**config.mk**
```make
export PLATFORM = sky130hd
export DESIGN_NAME = ghost_mode_scheduler
export DESIGN_NICKNAME = d
export VERILOG_FILES = /design/src/rtl/ghost_mode_scheduler.sv
export SDC_FILE = /design/constraint.sdc
export NUM_CORES = 1
export LEC_CHECK = 0
export ABC_CLOCK_PERIOD_IN_PS = 4900
export CAP_MARGIN = 20
export CORE_MARGIN = 2
export CORE_UTILIZATION = 58
export DETAILED_ROUTE_END_ITERATION = 8
export GPL_ROUTABILITY_DRIVEN = 0
export GPL_TIMING_DRIVEN = 0
export PLACE_DENSITY = 0.89
export SETUP_SLACK_MARGIN = 0.2
export SYNTH_ARGS = -nofsm -noshare
export SYNTH_HDL_FRONTEND = slang
export SYNTH_SLANG_ARGS = --single-unit
```
**constraint.sdc**
```tcl
create_clock -name i_clk -period 4.9 [get_ports i_clk]
set_clock_uncertainty 0.15 [all_clocks]
set_input_delay 0.98 -clock i_clk [delete_from_list [all_inputs] [get_ports i_clk]]
set_output_delay 0.98 -clock i_clk [all_outputs]
set_load 0.01 [all_outputs]
```
**src/rtl/ghost_mode_scheduler.sv**
```systemverilog
// rtl/ghost_mode_scheduler.sv - scatter/chase phase timer, fright timer and per-ghost state FSMs
// Optional flash output enabled with GHOST_FLASH_EN.
module ghost_mode_scheduler #(
  parameter int SCATTER_FRAMES = 420,
  parameter int CHASE_FRAMES   = 1200,
  parameter int NUM_SCATTER    = 4,
  parameter int FRIGHT_FRAMES  = 360,
  parameter int FLASH_FRAMES   = 120
) (
  input  logic       i_clk,
  input  logic       i_rst_n,
  input  logic       i_frame_tick,
  input  logic       i_enable,
  input  logic       i_start,
  input  logic       i_power_pellet,
  input  logic [3:0] i_release,
  input  logic [3:0] i_ghost_eaten,
  input  logic [3:0] i_ghost_home,
  output logic [3:0] o_blinky_state,
  output logic [3:0] o_pinky_state,
  output logic [3:0] o_inky_state,
  output logic [3:0] o_clyde_state,
  output logic       o_global_chase,
  output logic       o_fright_active,
  output logic       o_fright_flash,
  output logic [3:0] o_reverse
);

  localparam logic [3:0] G_IDLE       = 4'd0;
  localparam logic [3:0] G_SCATTER    = 4'd1;
  localparam logic [3:0] G_CHASE      = 4'd2;
  localparam logic [3:0] G_FRIGHTENED = 4'd3;
  localparam logic [3:0] G_DIE        = 4'd4;

  localparam int PMAX  = 2 * NUM_SCATTER;
  localparam int PW    = $clog2(PMAX + 1);
  localparam int CMAX  = (SCATTER_FRAMES > CHASE_FRAMES) ? SCATTER_FRAMES : CHASE_FRAMES;
  localparam int CW    = $clog2(CMAX + 1);
  localparam int FW    = $clog2(FRIGHT_FRAMES + 1);

  logic [PW-1:0]     phase_q, phase_d;
  logic [CW-1:0]     pcnt_q, pcnt_d;
  logic [FW-1:0]     fcnt_q, fcnt_d;
  logic [3:0][3:0]   gst_q, gst_d;
  logic              chase_q, chase_d;
  logic              fact_q, fact_d;
  logic              flash_q, flash_d;
  logic [3:0]        rev_q, rev_d;
  logic              phase_chg, fexp;
  logic [3:0]        gm_d;

  function automatic logic is_run(input logic [3:0] s);
    return (s == G_SCATTER) || (s == G_CHASE);
  endfunction

  always_comb begin
    phase_d   = phase_q;
    pcnt_d    = pcnt_q;
    phase_chg = 1'b0;
    // The final phase is a permanent chase, so its counter is simply frozen.
    if (i_frame_tick && i_enable && !fact_q && (phase_q != PW'(PMAX))) begin
      if (pcnt_q == CW'(1)) begin
        phase_d   = phase_q + PW'(1);
        pcnt_d    = phase_d[0] ? CW'(CHASE_FRAMES) : CW'(SCATTER_FRAMES);
        phase_chg = 1'b1;
      end else begin
        pcnt_d = pcnt_q - CW'(1);
      end
    end
    chase_d = phase_d[0] || (phase_d == PW'(PMAX));
    gm_d    = chase_d ? G_CHASE : G_SCATTER;

    fcnt_d = fcnt_q;
    fexp   = 1'b0;
    if (i_power_pellet) begin
      fcnt_d = FW'(FRIGHT_FRAMES);
    end else if (i_frame_tick && i_enable && fact_q) begin
      fcnt_d = fcnt_q - FW'(1);
      fexp   = (fcnt_q == FW'(1));
    end
    fact_d = (fcnt_d != '0);
`ifdef GHOST_FLASH_EN
    flash_d = fact_d && (fcnt_d <= FW'(FLASH_FRAMES));
`else
    flash_d = 1'b0;
`endif

    // Released ghosts take the mode that becomes current on this edge so they never lag a phase change.
    for (int g = 0; g < 4; g++) begin
      gst_d[g] = gst_q[g];
      rev_d[g] = 1'b0;
      if (gst_q[g] == G_FRIGHTENED && i_ghost_eaten[g]) begin
        gst_d[g] = G_DIE;
      end else if (i_power_pellet && (is_run(gst_q[g]) || gst_q[g] == G_FRIGHTENED)) begin
        gst_d[g] = G_FRIGHTENED;
        rev_d[g] = is_run(gst_q[g]);
      end else if (fexp && gst_q[g] == G_FRIGHTENED) begin
        gst_d[g] = gm_d;
      end else if (phase_chg && is_run(gst_q[g])) begin
        gst_d[g] = gm_d;
        rev_d[g] = 1'b1;
      end else if (gst_q[g] == G_IDLE && i_release[g]) begin
        gst_d[g] = gm_d;
      end else if (gst_q[g] == G_DIE && i_ghost_home[g]) begin
        gst_d[g] = G_IDLE;
      end
    end

    if (i_start) begin
      phase_d = '0;
      pcnt_d  = CW'(SCATTER_FRAMES);
      chase_d = 1'b0;
      fcnt_d  = '0;
      fact_d  = 1'b0;
      flash_d = 1'b0;
      gst_d   = {4{G_IDLE}};
      rev_d   = 4'b0000;
    end
  end

`ifndef GHOST_FLASH_EN
  logic unused_flash;
  assign unused_flash = (FLASH_FRAMES > FRIGHT_FRAMES);
`endif

  always_ff @(posedge i_clk) begin
    if (!i_rst_n) begin
      phase_q <= '0;
      pcnt_q  <= CW'(SCATTER_FRAMES);
      fcnt_q  <= '0;
      gst_q   <= {4{G_IDLE}};
      chase_q <= 1'b0;
      fact_q  <= 1'b0;
      flash_q <= 1'b0;
      rev_q   <= 4'b0000;
    end else begin
      phase_q <= phase_d;
      pcnt_q  <= pcnt_d;
      fcnt_q  <= fcnt_d;
      gst_q   <= gst_d;
      chase_q <= chase_d;
      fact_q  <= fact_d;
      flash_q <= flash_d;
      rev_q   <= rev_d;
    end
  end

  assign o_blinky_state  = gst_q[0];
  assign o_pinky_state   = gst_q[1];
  assign o_inky_state    = gst_q[2];
  assign o_clyde_state   = gst_q[3];
  assign o_global_chase  = chase_q;
  assign o_fright_active = fact_q;
  assign o_fright_flash  = flash_q;
  assign o_reverse       = rev_q;

endmodule

```
* Yosys cells after proc, flatten, opt, wreduce, memory -nomap -nowiden
Index checks and enable logic that the tools add are counted.
** Storage, ports and cells
- Memory bits (writable) :: 0
- Bits in latches :: 0
- Memories kept :: 0
- Register bits after elaboration :: 46
- Input port bits :: 18
- ROM bits :: 0
- Output and inout port bits :: 23
- Logic and storage cells :: 156
** Cells by class
- $add $sub $neg :: 3
- Shift operators :: 0
- Multiply operators :: 0
- Divide/modulo/power cells :: 0
- Bitwise logic cells :: 1
- Reduce and logical (&&, ||, !) cells :: 64
- Multiplexer cells :: 47
- Order comparisons :: 0
- Eq/ne operators :: 20
** Operators by type and width (number)
- $mux 4 :: 18
- $eq 4x2->1 const B :: 8
- $logic_and 1x1->1 :: 28
- $mux 3 :: 8
- $reduce_bool 6->1 :: 4
- $mux 11 :: 2
- $reduce_bool 5->1 :: 4
- $mux 9 :: 2
- $eq 4x1->1 const B :: 4
- $eq 4x3->1 const B :: 4
- $logic_not 4->1 :: 4
- $mux 1 :: 16
- $reduce_bool 4->1 :: 4
- $reduce_or 4->1 :: 4
- $reduce_or 3->1 :: 4
- $eq 11x1->1 const B :: 1
- $sub 11x1->11 const B :: 1
- $eq 9x1->1 const B :: 1
- $logic_or 1x1->1 :: 9
- $reduce_bool 9->1 :: 1
- $sub 9x1->9 const B :: 1
- $add 4x1->4 const B :: 1
- $eq 4x4->1 const B :: 1
- $ne 4x4->1 const B :: 1
- other kinds (4) :: 4

* Longest topological paths before layout
Gate-level depths: netlist (run 1).
- Depth in word-level cells :: 12
- Depth in mapped cells :: 11
- Mapped depth without buffers :: 9

* Worst setup path after synthesis (run 1)
Ideal clock, no wire load.
- Path type :: input -> register
- Start :: input i_enable
- End :: register gst_q, in the netlist o_blinky_state[0]
- Data required time :: 4622 ps
- Arrival time :: 2495 ps
- Setup slack :: 2128 ps
- Path buffers :: 1
- Stages :: 8
- Library setup time :: 128 ps
- Cell sequence :: and3b_1 o21a_1 clkbuf_1 nand3_2 xnor2_4 o31a_2 nor4_1 a211oi_1
** On the way
- Longest elaborated chain between the ends :: 11
- Elaborated cells between the ends (all ways) :: 18
- Classes of those cells :: 1 x eq/ne; 9 x mux; 8 x reduce/logical
** RTL lines
- start, declared :: line 13 : input logic i_enable,
- $logic_and 1x1->1 * :: line 61, 77
- $logic_and 1x1->1 (2 in series) :: line 61 : if (i_frame_tick && i_enable && !fact_q && (phase_q != PW'(PMAX))) begin
- $mux 4 :: line 61
- $eq 4x4->1 :: line 70 : chase_d = phase_d[0] || (phase_d == PW'(PMAX));
- $logic_or 1x1->1 :: line 70
- $mux 2 :: line 71 : gm_d = chase_d ? G_CHASE : G_SCATTER;
- $mux 4 :: line 102 : end else if (gst_q[g] == G_IDLE && i_release[g]) begin
- $mux 4 :: line 99 : end else if (phase_chg && is_run(gst_q[g])) begin
- $mux 4 :: line 97 : end else if (fexp && gst_q[g] == G_FRIGHTENED) begin
- $mux 3 :: line 94 : end else if (i_power_pellet && (is_run(gst_q[g]) || gst_q[g] == G_FRIGHTENED)) begin
- end signal, assigned :: line 131 : gst_q <= {4{G_IDLE}};
- end signal, assigned :: line 140 : gst_q <= gst_d;
- end, declared :: line 44 : logic [3:0][3:0] gst_q, gst_d;
Every way passes the cells marked *; elsewhere a longest branch is shown, timed or not.
A chain may end at the register's enable or synchronous reset.

* Worst setup path in the final report (run 1)
- Start :: input i_enable
- End :: register gst_q, in the netlist o_clyde_state[0]
Same word-level chain as after synthesis.

==> results.md, run 1 <==
- CP max-delay cell: clkdlybuf4s50_1
- CP startpoint kind: input pin
- Placed Area: 2940 sq um
- Drt total wl: about 5.7 mm
- Clk slew on worst S/H paths: about 80 ps
- FP Rows: 23
- Setup TNS: 0 ps
- Register area share after synthesis: 0.333
- Post-route non-filler standard cell count: 394
- CTS Buf Count: 5
- Critical Path AT: ~3400 ps
- Final instance area: between 3000 and 4000 sq um
- Average routed wire per standard cell: approximately 14 microns
- Synth Cell Area: about 2500 sq um
- Fin. Hold Viols: 0
- Postcts setup bufs: 0
- Via count: 2294
- Largest cells by area after synthesis: dfxtp_1 (33%), xnor2_1 (5.2%), nor2_1 (5.1%)
- Post-Synth Adder-Cell Area: 0.0298
- Max-slew violation count: 0
- Critical path buffers and inverters: 2
- Total global-route track usage: 0.241
- Data required, critical path: approximately 4900 ps
- Most instantiated library cell after synthesis: dfxtp_1
- Crit path depth: 9
- Synth Register Bits: 42
- Core ar.: between 4000 and 5000 sq um
- Synth area leader: dfxtp_1
- Pin count of the biggest net entering global routing: 13
- Crit-path cells: clkdlybuf4s50_1 > and3b_1 > o21a_1 > clkbuf_1 > nand3_2 > xnor2_4 > o311a_2 > o21ai_0 > a21oi_1
- Die ar.: 4890 sq um
- Async SR Flop Fraction: 0
- Avg Cell Area, Syn: between 8 and 9 sq um
- Fill cells: around 310
- Setup ws final: ~1500 ps
- Setup violations, final: 0
- Final min period: roughly 3400 ps
- Power per cell area: between 200 and 250 nW/um^2
- Hold buffers post-CTS: 0
- Drt initial violations: 290
- Post-Synth Simple-Gate Area: 0.238
- IO Pins: 41
- Antenna-violating nets left: 0
- CTS-repair resized insts: 0
- Worst setup path class: in -> reg
- Synth cell count leaders: dfxtp_1 (42), nor2_1 (34), nand2_1 (27)
- Vias in the first global route: between 2000 and 2500
- Die X: 69.9 microns
- Delay-heaviest family, CP: buffers and inverters
- Global route overflow: 0
- Clock latency on the worst-skew pair: 290 ps
- CTS tree: built
- Die Y: roughly 70 microns
- Synthesis-to-finish area growth: 20.9%
- Nets: between 300 and 400
- Sink Count: 42
- Post-synth top area share: 0.333
- IO Port Bufs: 34
- Number of enable flip-flop cells after synthesis: 0
- Clk buf depth: 2
- Post-synthesis mux area share: 0
- Share of cells above drive strength 1: 0.134
- Yosys cell types: 63
- RSZ-0062 raised after global routing: false
- Antenna Cells: 0
- Hpwl dp: 4.12 mm
- Final period util: 0.684
- Initial Util: 0.617
- Worst min-delay path category: reg -> reg
- Xor/xnor cell area share of the yosys netlist: 0.0799
- Worst reg2reg path depth: 11
- Max H-tree Level: 2
- CP peak stage delay: about 480 ps
- Worst Tran Pin Value: 713 ps
- CTS root buf: clkbuf_8
- Status: complete, no violations
- Worst slew margin: 0.520
- Hold Path Stages: 2
- Largest family of logic cells by synthesized area: compound AO/OA/AOI/OAI gates
- DR vias/cell: between 5 and 6
- Compound-Gate Fraction of Synth Area: 0.239
- Setup WS pre-CTS: roughly 1300 ps
- Ys flop type: dfxtp_1
- Initial antenna violation count: 0
- Max-cap violations: 0
- Inst Count DP: slightly below 400
- Worst Setup End Kind: flop
- Drt first pass iters: 5
- VDD IR max: 0.164 mV
- Synth Instances: slightly below 300
- Worst-path fanout max: 9
- DR DRC count: 0
- Static Leak: 1.07 nW
- Maximum clock rate: between 0.2 and 0.3 GHz
- Yosys warns: 0
- First-pass GRT wire length: about 9.7 mm
flip-flops by register name, indices dropped and copies added (netlist names):
name	flops
pcnt_q	11
fcnt_q	9
o_reverse	4
phase_q	4
o_blinky_state	3
o_clyde_state	3
o_inky_state	3
o_pinky_state	3
o_fright_active	1
o_global_chase	1
layer usage:
| metal | wire length (microns) | vias up | GRT usage |
|---|---|---|---|
| met5 | 0 | - | 0 |
| met4 | 86 | 0 | 0.0812 |
| met3 | 308 | 9 | 0.0418 |
| met2 | 2690 | 69 | 0.415 |
| met1 | 2590 | 1073 | 0.304 |
| li1 | - | 1143 | - |
tightest hold or removal path, cell delays in order (launching register included):
cell and delay [ps]:
dfxtp_1 310, o41ai_1 50, a21oi_1 60
cell type report:
| class | count | area, sq um | share of cell area |
|---|---|---|---|
| multi-input cells | 225 | 1500 | 0.491 |
| well taps | 50 | 62.6 | 0.0205 |
| inverters | 14 | 52.6 | 0.0172 |
| plain buffers | 21 | 145 | 0.0476 |
| repair buffers | 34 | 340 | 0.112 |
| clock buffers | 8 | 110 | 0.0361 |
| flip-flops and latches | 42 | 841 | 0.276 |
metrics by stage:
| step | util | total power [W] | hold WS, ps |
|---|---|---|---|
| 2_1_floorplan | - | 0.000425 | 292 |
| 3_3_place_gp | 0.720 | 0.000457 | 304 |
| 3_5_place_dp | 0.720 | 0.000461 | 308 |
| 4_1_cts | 0.746 | 0.000716 | 318 |
| 5_1_grt | 0.746 | 0.000741 | 362 |
| 6_report | 0.746 | 0.000716 | 319 |
worst paths after layout:
kind	start	slack (ps)	end
max	i_enable	1550	o_clyde_state[0]$_SDFFE_PP0P_
min	pcnt_q[3]$_SDFFE_PP0N_	320	pcnt_q[3]$_SDFFE_PP0N_
max reg2reg	phase_q[0]$_SDFF_PP0_	1960	o_clyde_state[0]$_SDFFE_PP0P_
min reg2reg	pcnt_q[3]$_SDFFE_PP0N_	320	pcnt_q[3]$_SDFFE_PP0N_
cell families (layout without fill, tap and decap cells):
kind of cell               after synthesis  in the layout
DFF                                     42             42
other                                    1              5
AOI/OAI and AO/OA                       80             80
and+or+nand+nor                        114            114
xor gates and xnor gates                20             20
buffers and inverters                   35             77
adders and majority gates                6              6
placed cells by master (no fill, tap or decap), types with 2 or more instances in the layout:
| cell | n |
|---|---|
| buf_2 | 2 |
| nor2_1 | 34 |
| nand2b_1 | 5 |
| and2_1 | 2 |
| xnor2_1 | 15 |
| buf_6 | 6 |
| clkbuf_8 | 8 |
| nand4_1 | 2 |
| nor2b_1 | 3 |
| a21o_1 | 2 |
| a21boi_2 | 2 |
| nand3_1 | 4 |
| a211oi_1 | 10 |
| clkdlybuf4s50_1 | 34 |
| nor3_1 | 13 |
| or3_2 | 2 |
| nor4_1 | 5 |
| o22ai_1 | 2 |
| xor2_1 | 3 |
| nand2_1 | 27 |
| a41oi_1 | 2 |
| dfxtp_1 | 42 |
| clkbuf_1 | 7 |
| ha_1 | 6 |
| inv_1 | 14 |
| a21oi_1 | 17 |
| nor3b_1 | 4 |
| o21bai_1 | 4 |
| a31oi_1 | 4 |
| buf_4 | 5 |
| o21ai_0 | 17 |
| a41o_2 | 2 |
| conb_1 | 5 |
| o31ai_1 | 3 |
report_power, final:
part	internal [W]	switching, W
clock network	0.000142	0.000119
logic	0.0000499	0.0000504
registers	0.000348	0.00000651
total	0.000540	0.000176
Note: power is estimated with default switching activity, not from simulation.
==> run 2: changes to the inputs <==
Settings changed: ABC_CLOCK_PERIOD_IN_PS 4900 to 2850, CORE_UTILIZATION 58 to 48, PLACE_DENSITY 0.89 to 0.79.
Clock period 4.9 ns to 2.85 ns, I/O delays scaled along.
==> run 2 against run 1 <==
Global-route usage shrank 4.6 points. Count of clock-buffer cells in the layout is the same. Wire length shrank 3.5%. Cell count grew 5.3%. Clock power grew 71%. Via count shrank 2.0%. Critical path type unchanged. Worst setup slack lost 1300 ps. Core utilization shrank 13 points. Largest cell class unchanged. Highest routed layer unchanged. Worst hold slack gained 3.2 ps.
==> results.md, run 2 (synthesized netlist as in run 1, its figures left out) <==
- Share of cells above drive strength 1: 0.151 (was 0.134)
- Max-cap violations: 0 (unchanged)
- Antenna Cells: 0 (unchanged)
- Static Leak: 1.09 nW (was 1.07 nW)
- Crit-path cells: clkdlybuf4s50_1 > and3b_2 > o21ai_1 > clkbuf_4 > or3_2 > a311oi_4 > nand3_1 > a31oi_1 (was clkdlybuf4s50_1 > and3b_1 > o21a_1 > clkbuf_1 > nand3_2 > xnor2_4 > o311a_2 > o21ai_0 > a21oi_1)
- Clk slew on worst S/H paths: 80 ps (about the same)
- CP startpoint kind: input pin (unchanged)
- Power per cell area: 396 nW/um^2 (was 235 nW/um^2)
- DR vias/cell: 5.42 (was 5.82)
- Die ar.: 5850 sq um (was 4890 sq um)
- Maximum clock rate: about 0.38 GHz
- DR DRC count: 0 (unchanged)
- Average routed wire per standard cell: 13.2 microns (was 14.4 microns)
- Worst slew margin: 0.547 (was 0.520)
- WHS: 322 ps (was 319 ps)
- Worst-path fanout max: 3 (was 9)
- Worst min-delay path category: reg -> reg (unchanged)
- Die Y: 76.5 microns (was 69.9 microns)
- Worst Tran Pin Value: 673 ps (was 713 ps)
- CTS tree: built (unchanged)
- CTS Buf Count: 5 (unchanged)
- RSZ-0062 raised after global routing: true (was false)
- Final min period: approximately 2600 ps
- Clock latency on the worst-skew pair: 290 ps (about the same)
- Synthesis-to-finish area growth: 23.2% (was 20.9%)
- Overall power: 0.00123 W (was 0.000716 W)
- Die X: 76.5 microns (was 69.9 microns)
- Via count: 2249 (was 2294)
- Final period util: 0.927
- Fin. Hold Viols: 0 (unchanged)
- CP peak stage delay: 480 ps (about the same)
- Clk buf depth: 2 (unchanged)
- CP max-delay cell: clkdlybuf4s50_1 (unchanged)
- Critical Path AT: 2710 ps (was 3380 ps)
- Hold buffers post-CTS: 0 (unchanged)
- Setup violations, final: 0 (unchanged)
- Sink Count: 42 (unchanged)
- Initial antenna violation count: 0 (unchanged)
- Nets: 368 (was 367)
- Delay-heaviest family, CP: simple AND/OR/NAND/NOR gates (was buffers and inverters)
- Antenna-violating nets left: 0 (unchanged)
- Critical path buffers and inverters: 2 (unchanged)
- VDD IR max: 0.280 mV (was 0.164 mV)
- Max FFs per register: 11 (unchanged)
- Drt first pass iters: 4 (was 5)
- Worst setup path class: in -> reg (unchanged)
- FP Rows: 26 (was 23)
- Worst Setup End Kind: flop (unchanged)
- Drt total wl: 5.48 mm (was 5.68 mm)
- Register with the most flip-flops: pcnt_q (unchanged)
- First-pass GRT wire length: 9.35 mm (was 9.71 mm)
- Status: complete, no violations (unchanged)
- Vias in the first global route: 2115 (was 2185)
- Data required, critical path: 2910 ps (was 4930 ps)
- Hpwl dp: 4.04 mm (was 4.12 mm)
- Max H-tree Level: 2 (unchanged)
- Pin count of the biggest net entering global routing: 13 (unchanged)
- IO Port Bufs: 34 (unchanged)
- Drt initial violations: 67 (was 290)
- Most frequent cells in the layout: dfxtp_1 (42), clkdlybuf4s50_1 (34), nor2_1 (33), nand2_1 (27), a21oi_1 (17) (was dfxtp_1 (42), nor2_1 (34), clkdlybuf4s50_1 (34), nand2_1 (27))
- Max-slew violation count: 0 (unchanged)
- Initial Util: 0.497 (was 0.617)
- Biggest regs: pcnt_q (11), fcnt_q (9) (unchanged)
- Total global-route track usage: 0.195 (was 0.241)
- Commonest non-fill, non-tap cell in the layout: dfxtp_1 (unchanged)
- Global route overflow: 0 (unchanged)
- Core ar.: 5070 sq um (was 4090 sq um)
- IO Pins: 41 (unchanged)
- CTS root buf: clkbuf_8 (unchanged)
## run 2: changes by cell type in the layout (fill, tap and decap cells not counted), sizes merged
| cell | delta |
|---|---|
| buf | +1 |
## run 2: path summary, 6_finish.rpt
path,start,to,slack (ps),cells past startpoint
hold reg to reg,pcnt_q[3]$_SDFFE_PP0N_,pcnt_q[3]$_SDFFE_PP0N_,320,2
hold / removal,pcnt_q[3]$_SDFFE_PP0N_,pcnt_q[3]$_SDFFE_PP0N_,320,2
setup reg to reg,phase_q[0]$_SDFF_PP0_,o_clyde_state[1]$_SDFFE_PP0P_,290,10
setup / recovery,i_enable,o_clyde_state[1]$_SDFFE_PP0P_,210,8
## run 2: repair_timing
action                     CTS  global route
resized for setup            6             5
buffers inserted             1             0
pin swaps                    1             1
setup endpoints to repair    9             7
## run 2: routing by layer
layer | track usage | wire length [microns]
met5 | 0 | 0
met2 | 0.339 | 2630
met3 | 0.0320 | 245
met4 | 0.0818 | 121
met1 | 0.239 | 2480
## run 2: where the power goes
part           total (W)  internal (W)  leakage [nW]  switching (W)
Combinational   0.000174     0.0000894         0.693      0.0000845
Clock           0.000446      0.000245        0.0575       0.000201
Sequential      0.000609      0.000598         0.341      0.0000111
## run 2: metrics by stage
| stage | cell area [sq um] | instances | setup TNS [ps] | setup WS, ps | util |
|---|---|---|---|---|---|
| final | 3110 | 415 | 0 | 207 | 0.612 |
| after global routing | 3110 | 415 | 0 | 154 | 0.612 |
| after CTS | 3090 | 415 | 0 | 234 | 0.609 |
| after detailed placement | 2970 | 406 | -1880 | -323 | 0.584 |
| after global placement | 2970 | 406 | -1750 | -318 | 0.584 |
| after floorplan | 2540 | 302 | 0 | 338 | - |
## run 2: layout make-up
type | instances | area (sq um)
repair buffers | 35 | 348
flip-flops and latches | 42 | 841
well taps | 70 | 87.6
multi-input cells | 225 | 1510
fillers | 482 | 1970
inverters | 14 | 52.6
plain buffers | 21 | 154
clock buffers | 8 | 110
## run 2: worst register-to-register path: stages, from the launching register on
cell      delay (ps)
dfxtp_1          340
clkbuf_2         220
inv_1             70
ha_1             200
nand2_1           80
o21ai_1           90
clkbuf_4         160
or3_2            470
a311oi_4         320
nand3_1          160
a31oi_1          220
